## src/rtl/nn_config_loader.sv

```systemverilog
// Streams a flat config word sequence into per-layer weight/bias writes for a 3-layer network.
// Each accepted word is re-emitted one cycle later with its layer/neuron coordinates.
module nn_config_loader #(
    parameter int DATA_WIDTH = 32,
    parameter int NW1        = 784,
    parameter int NN1        = 30,
    parameter int NW2        = 30,
    parameter int NN2        = 30,
    parameter int NW3        = 30,
    parameter int NN3        = 10
) (
    input  logic                  s_axi_aclk,
    input  logic                  s_axi_aresetn,
    input  logic                  start,
    input  logic                  abort,
    input  logic [DATA_WIDTH-1:0] cfg_data,
    input  logic                  cfg_valid,
    output logic                  cfg_ready,
    output logic [31:0]           layer_num,
    output logic [31:0]           neuron_num,
    output logic [DATA_WIDTH-1:0] weight_value,
    output logic                  weight_valid,
    output logic [DATA_WIDTH-1:0] bias_value,
    output logic                  bias_valid,
    output logic                  busy,
    output logic                  done,
    output logic [31:0]           word_count
);

    typedef enum logic [1:0] {IDLE, WEIGHT, BIAS, DONE} state_t;

    state_t      state, state_nxt;
    logic [1:0]  lay;
    logic [31:0] nrn;
    logic [31:0] wgt;
    logic        accept;
    logic        last_weight;
    logic        last_neuron;

    function automatic logic [31:0] nw_of(input logic [1:0] l);
        case (l)
            2'd1:    nw_of = 32'(NW1);
            2'd2:    nw_of = 32'(NW2);
            default: nw_of = 32'(NW3);
        endcase
    endfunction

    function automatic logic [31:0] nn_of(input logic [1:0] l);
        case (l)
            2'd1:    nn_of = 32'(NN1);
            2'd2:    nn_of = 32'(NN2);
            default: nn_of = 32'(NN3);
        endcase
    endfunction

    assign cfg_ready   = ((state == WEIGHT) || (state == BIAS)) && !abort;
    assign accept      = cfg_valid && cfg_ready;
    assign busy        = (state != IDLE);
    assign last_weight = (wgt == nw_of(lay) - 32'd1);
    assign last_neuron = (nrn == nn_of(lay) - 32'd1);

    always_ff @(posedge s_axi_aclk or negedge s_axi_aresetn) begin
        if (!s_axi_aresetn) begin
            state <= IDLE;
        end else begin
            state <= state_nxt;
        end
    end

    always_comb begin
        state_nxt = state;
        case (state)
            IDLE: begin
                if (start) state_nxt = WEIGHT;
            end
            WEIGHT: begin
                if (abort)                       state_nxt = IDLE;
                else if (accept && last_weight)  state_nxt = BIAS;
            end
            BIAS: begin
                if (abort)       state_nxt = IDLE;
                else if (accept) state_nxt = (last_neuron && (lay == 2'd3)) ? DONE : WEIGHT;
            end
            DONE: begin
                state_nxt = IDLE;
            end
            default: state_nxt = IDLE;
        endcase
    end

    // output stage: accepted word plus its coordinates, valid one cycle after the handshake
    always_ff @(posedge s_axi_aclk or negedge s_axi_aresetn) begin
        if (!s_axi_aresetn) begin
            lay          <= 2'd0;
            nrn          <= '0;
            wgt          <= '0;
            word_count   <= '0;
            layer_num    <= '0;
            neuron_num   <= '0;
            weight_value <= '0;
            bias_value   <= '0;
            weight_valid <= 1'b0;
            bias_valid   <= 1'b0;
            done         <= 1'b0;
        end else begin
            weight_valid <= 1'b0;
            bias_valid   <= 1'b0;
            done         <= (state == DONE);
            case (state)
                IDLE: begin
                    if (start) begin
                        lay        <= 2'd1;
                        nrn        <= '0;
                        wgt        <= '0;
                        word_count <= '0;
                    end
                end
                WEIGHT, BIAS: begin
                    if (abort) begin
                        lay <= 2'd0;
                        nrn <= '0;
                        wgt <= '0;
                    end else if (accept) begin
                        word_count <= word_count + 32'd1;
                        layer_num  <= {30'd0, lay};
                        neuron_num <= nrn;
                        if (state == WEIGHT) begin
                            weight_value <= cfg_data;
                            weight_valid <= 1'b1;
                            wgt          <= last_weight ? 32'd0 : wgt + 32'd1;
                        end else begin
                            bias_value <= cfg_data;
                            bias_valid <= 1'b1;
                            if (last_neuron) begin
                                nrn <= '0;
                                lay <= lay + 2'd1;
                            end else begin
                                nrn <= nrn + 32'd1;
                            end
                        end
                    end
                end
                default: ;
            endcase
        end
    end

endmodule

```

## config.mk

```make
export PLATFORM = sky130hd
export DESIGN_NAME = nn_config_loader
export DESIGN_NICKNAME = d
export VERILOG_FILES = /design/src/rtl/nn_config_loader.sv
export SDC_FILE = /design/constraint.sdc
export NUM_CORES = 1
export LEC_CHECK = 0
export CAP_MARGIN = 15
export CORE_MARGIN = 4
export CORE_UTILIZATION = 46
export CTS_BUF_LIST = sky130_fd_sc_hd__clkbuf_16
export CTS_CLUSTER_SIZE = 16
export DETAILED_ROUTE_END_ITERATION = 10
export PLACE_DENSITY = 0.79
export RECOVER_POWER = 100
export SLEW_MARGIN = 30
export SYNTH_ARGS = -nofsm -noshare
export SYNTH_HDL_FRONTEND = slang
export SYNTH_SLANG_ARGS = --single-unit
```

## constraint.sdc

```tcl
create_clock -name s_axi_aclk -period 2.5 [get_ports s_axi_aclk]
set_clock_uncertainty 0.15 [all_clocks]
set_input_delay 0.5 -clock s_axi_aclk [delete_from_list [all_inputs] [get_ports s_axi_aclk]]
set_output_delay 0.5 -clock s_axi_aclk [all_outputs]
set_load 0.03 [all_outputs]
```

Word-level counts from Yosys, hierarchy flattened
Cells that the tools add are included.
W data, S select, Z words.
{"block": "word_totals", "regBits": 201}
{"block": "classes", "add_sub_neg": 6, "eq_ne": 17, "mux": 36, "bitwise_logic": 2, "n_reduce_logical": 19}
{"cell": "$mux W32", "count": 11}
{"cell": "$pmux W32 S2", "count": 3}
{"cell": "$add A32 B1 Y32 const B", "count": 3}
{"cell": "$eq A32 B32 Y1", "count": 2}
{"cell": "$sub A32 B1 Y32 const B", "count": 2}
{"cell": "$mux W2", "count": 10}
{"cell": "$reduce_and A4 Y1", "count": 5}
{"cell": "$ne A3 B3 Y1 const B", "count": 5}
{"cell": "$mux W10", "count": 1}
{"cell": "$eq A2 B2 Y1 const B", "count": 4}
{"cell": "$mux W1", "count": 8}
{"cell": "$pmux W2 S4", "count": 1}
{"cell": "$ne A2 B2 Y1 const B", "count": 3}
{"cell": "$reduce_and A3 Y1", "count": 2}
{"cell": "$mux W5", "count": 1}
{"cell": "$reduce_and A5 Y1", "count": 1}
{"cell": "$eq A2 B1 Y1 const B", "count": 2}
{"cell": "$logic_and A1 B1 Y1", "count": 4}
{"cell": "$pmux W2 S2", "count": 1}
{"cell": "$reduce_bool A2 Y1", "count": 2}
{"cell": "$reduce_or A2 Y1", "count": 2}
{"cell": "$ne A3 B2 Y1 const B", "count": 1}
{"cell": "$add A2 B1 Y2 const B", "count": 1}
{"cell": "$logic_not A2 Y1", "count": 1}
{"cell": "other kinds (3)", "count": 4}

Depth between registers and ports, before layout
{"block": "logic_depth", "ltp_word": 10, "depth_mapped": 11}

Least setup slack after synthesis
No wires, ideal clock.
{"block": "synth_path", "kind": "register -> register", "startpoint": "reg state[0]", "endpoint": "reg nrn[27]", "t_arrival_ns": 2.414, "required_ns": 2.277, "setup_slack_ns": -0.137, "path_stages_with_launch": 11, "period_less_slack_ns": 2.637, "path_cell_list": "dfrtp_1 inv_1 ha_1 buf_6 nor2b_4 o21a_1 buf_6 or4_4 buf_6 or3_1 a21oi_2"}
{"block": "synth_via", "elab_chain_len": 6, "elab_cells_between_ends": 13, "classes_between": "5 x eq/ne; 1 x mux; 7 x reduce/logical"}
{"item": "start, declared", "line_no": "32", "rtl": "state_t state, state_nxt;"}
{"item": "start signal, assigned", "line_no": "66", "rtl": "state <= state_nxt;"}
{"item": "$eq A2 B1 Y1 or $eq A2 B2 Y1 (tied branches)", "line_no": "56, 109, 127"}
{"item": "$logic_or A1 B1 Y1", "line_no": "56", "rtl": "assign cfg_ready = ((state == WEIGHT) || (state == BIAS)) && !abort;"}
{"item": "$logic_and A1 B1 Y1", "line_no": "56"}
{"item": "$logic_and A1 B1 Y1", "line_no": "57", "rtl": "assign accept = cfg_valid && cfg_ready;"}
{"item": "$ne A3 B3 Y1 (no source line)"}
{"item": "$reduce_and A4 Y1 (no source line)"}
{"item": "end signal, assigned", "line_no": "138", "rtl": "nrn <= nrn + 32'd1;"}
{"item": "end, declared", "line_no": "34", "rtl": "logic [31:0] nrn;"}
Several ways; a longest one is shown, not always the timed one.
A chain may end at the register's enable or synchronous reset.

Final worst setup path
{"block": "layout_path", "startpoint": "reg state[1]", "endpoint": "reg nrn[26]"}
The elaborated chain is that of the path after synthesis.

==> impl_metrics.py <==
metrics = {
    "logic_synthesis": {
        "synth_area_mm2": 0.00949,
        "synth_area_leaders": "dfrtp_1, mux2_2, nand2_1",
        "synth_async_sr_flop_share": 1.00,
        "synth_cell_types": 54,
        "avgSynthCellArea_um2": 10.4,
        "yosysTopAreaCellShare": 0.530,
        "yosys_warnings": 0,
        "synth_edf_count": 0,
        "synthFlopType": "dfrtp_1",
        "ys_ff_latch": 201,
        "syn_inst": 910,
        "synth-seq-area-share": 0.530,
        "post-synth-top-area-cell": "dfrtp_1",
    },
    "finish": {
        "layout_common_cells": "dfrtp_1, nand2_1, dlygate4sd3_1",
        "area_delta_synth_final_pct": 31.8,
        "diodes": 0,
        "nets": 1193,
        "mostFrequentLayoutCell": "dfrtp_1",
        "drive_gt1_frac": 0.155,
        "nFillCells": 1716,
        "seqCellArea_mm2": 0.00503,
        "multiInputGateArea_mm2": 0.00413,
    },
    "pwr": {
        "leakage_nw": 5.75,
        "ir_worst_vdd_mv": 0.544,
        "powerDensity_mw_per_mm2": 985,
        "power_mw": 12.3,
    },
    "setup_path": {
        "setup.worst_path.class": "reg -> reg",
        "crit_cells": 7,
        "reg2regPathDepth": 7,
        "reg2reg_slack_ns": 0.1,
        "path_buf_inv": 1,
        "crit_slowest_cell": "or4_4",
        "reg2reg_from": "state[1]",
        "critPathCaptureType": "flip-flop",
        "cp_max_fo": 13,
        "slowest_delay_ns": 0.51,
        "crit_path_cell_trace": "inv_2, ha_4, nor2b_4, o21a_1, or4_4, or4_1, a21oi_1",
        "startpoint": "state[1]",
        "startpoint_type": "flip-flop",
        "cp.required_ns": 2.77,
        "arrival_ns": 2.67,
        "cp_top_family": "simple AND/OR/NAND/NOR gates",
        "timing.rr.end": "nrn[26]",
    },
    "placed_design": {
        "globalplace.congestion": 0.889,
        "place_ws_ns": -0.212,
        "numPortBuffers": 171,
        "hpwl_um": 17000,
    },
    "route": {
        "drt_iter0_drc": 433,
        "totalWireLength_um": 23600,
        "vias_per_cell": 5.31,
        "drc_errors": 0,
        "wl_per_cell_um": 16.5,
        "postRouteAntennaNets": 0,
        "firstDrtPassIters": 5,
        "route.vias.total": 7594,
    },
    "timing": {
        "fin_crit_sh": 0.960,
        "max_freq_ghz": 0.416,
        "worst_slew_pin_slew_ns": 1.43,
        "period_needed_ns": 2.40,
        "hold_violations": 0,
        "relSlewSlack": 0.0487,
        "setup_viol": 0,
        "rsz0062_at_grt": "false",
        "fin_ws_ns": 0.0990,
        "finalMaxSlewViolations": 0,
    },
    "clock_tree": {
        "clk_latency_ns": 0.49,
        "h-tree-depth": 1,
        "numCtsBuffers": 22,
        "cts.clk_slew.worst_paths_ns": 0.06,
        "cts_root_buf": "clkbuf_16",
        "ctsLongestPathBuffers": 3,
        "cts_sinks": 201,
        "cts_tree": "yes",
    },
    "global_route": {
        "grt_pass1_wl_um": 38300,
        "overflow": 0,
        "grt_max_degree": 56,
        "grt_pass1_vias": 7483,
        "grt_usage": 0.204,
        "antenna_found_initial": 0,
    },
    "hold_path": {
        "hold_end": "neuron_num[19]",
        "hp-start": "neuron_num[19]",
        "hold_depth": 2,
        "min_path_type": "reg -> reg",
    },
    "run": {
        "maxCapViolCount": 0,
    },
    "floorplan": {
        "die_area_mm2": 0.0230,
        "core_mm2": 0.0203,
        "io_pins": 202,
        "die_width_um": 152,
        "initial_core_util": 0.468,
        "fp-row-count": 52,
        "die_height_um": 152,
    },
    "run_status": {
        "status": "finished clean",
    },
}
==> cells by family after synthesis <==
logic type | count (synthesis) | synth area share
AO/OA/AOI/OAI | 88 | 0.0580
adder cells (fa/ha/maj) | 11 | 0.0145
other | 1 | 0.000395
multiplexers | 73 | 0.0861
AND/OR/NAND/NOR | 392 | 0.207
flip-flops | 201 | 0.530
buffers and inverters | 85 | 0.0501
XOR/XNOR | 59 | 0.0544
==> layer usage <==
metal	GRT usage	vias to the layer above	wire [µm]
met1	0.272	3688	9770
li1	-	3624	-
met2	0.348	250	11700
met5	0	-	0
met4	0.0494	0	431
met3	0.0366	32	1660
==> registers in the layout (all words and copies together) (netlist names) <==
name / cells
lay: 2
state: 2
neuron_num: 32
wgt: 32
nrn: 32
weight_value: 32
bias_value: 32
done: 1
word_count: 32
layer_num: 2
bias_valid: 1
weight_valid: 1
==> final cells by class <==
type / instances / share of cell area
clock buffers: 23 / 0.0460
flip-flops and latches: 201 / 0.402
well taps: 270 / 0.0270
repair buffers: 245 / 0.181
inverters: 21 / 0.00630
clock inverters: 15 / 0.00750
multi-input cells: 654 / 0.330
==> metrics by stage <==
step / instances / hold WS (ns) / utilization / cell area (µm²) / TNS [ns]
final: 1429 / 0.317 / 0.616 / 12500 / 0
after global routing: 1429 / 0.347 / 0.616 / 12500 / 0
after CTS: 1424 / 0.328 / 0.619 / 12600 / 0
after detailed placement: 1385 / 0.312 / 0.586 / 11900 / -9.42
after global placement: 1385 / 0.310 / 0.586 / 11900 / -5.94
after floorplan: 939 / 0.0544 / - / 9620 / -0.0537
==> where the power goes <==
part           leakage (nW)  internal [mW]  switching, mW
Clock                 0.349           1.76           1.25
Combinational          2.73           2.04           3.05
Sequential             2.66           3.89          0.336
==> repair_timing <==
item                                   in CTS  in global routing
pin swaps                                   0                  3
cloned                                      0                  1
resized for setup                           3                  4
buffers inserted                            0                  4
hold buffers                                1                  0
endpoints found under the hold margin      51                  0
setup endpoints to repair                   2                 17
==> how the worst max path moves through the flow <==
stage                          to  slack [ns]
detailed placement        wgt[31]       -0.21
global placement          nrn[26]       -0.16
global route        bias_value[0]       0.009
floorplan                 nrn[27]       -0.03
CTS                     cfg_ready        0.02
finish                    nrn[26]         0.1
==> synth_stat cells (all sizes together), types with 4 or more instances <==
cell type    n
o22ai        4
and3        11
inv         21
ha          11
nand4       29
dfrtp      201
and4        12
buf         47
a21oi       31
nor4        26
xnor2       29
xor2        30
or4          7
mux2i        4
mux2        69
nor3        14
a21o         4
nand3       41
o21ai       31
o31ai        5
nor4b        6
nor2        77
clkbuf      17
or3         19
nand2      134
==> worst register-to-register path, delay by kind of cell, from the launching register on <==
kind | cells | cell delay [ns]
AO/OA/AOI/OAI | 2 | 0.40
adder cells (fa/ha/maj) | 1 | 0.22
buffers and inverters | 1 | 0.09
flip-flops | 1 | 0.39
AND/OR/NAND/NOR | 3 | 1.07
Power figures use the tool's default switching activity.
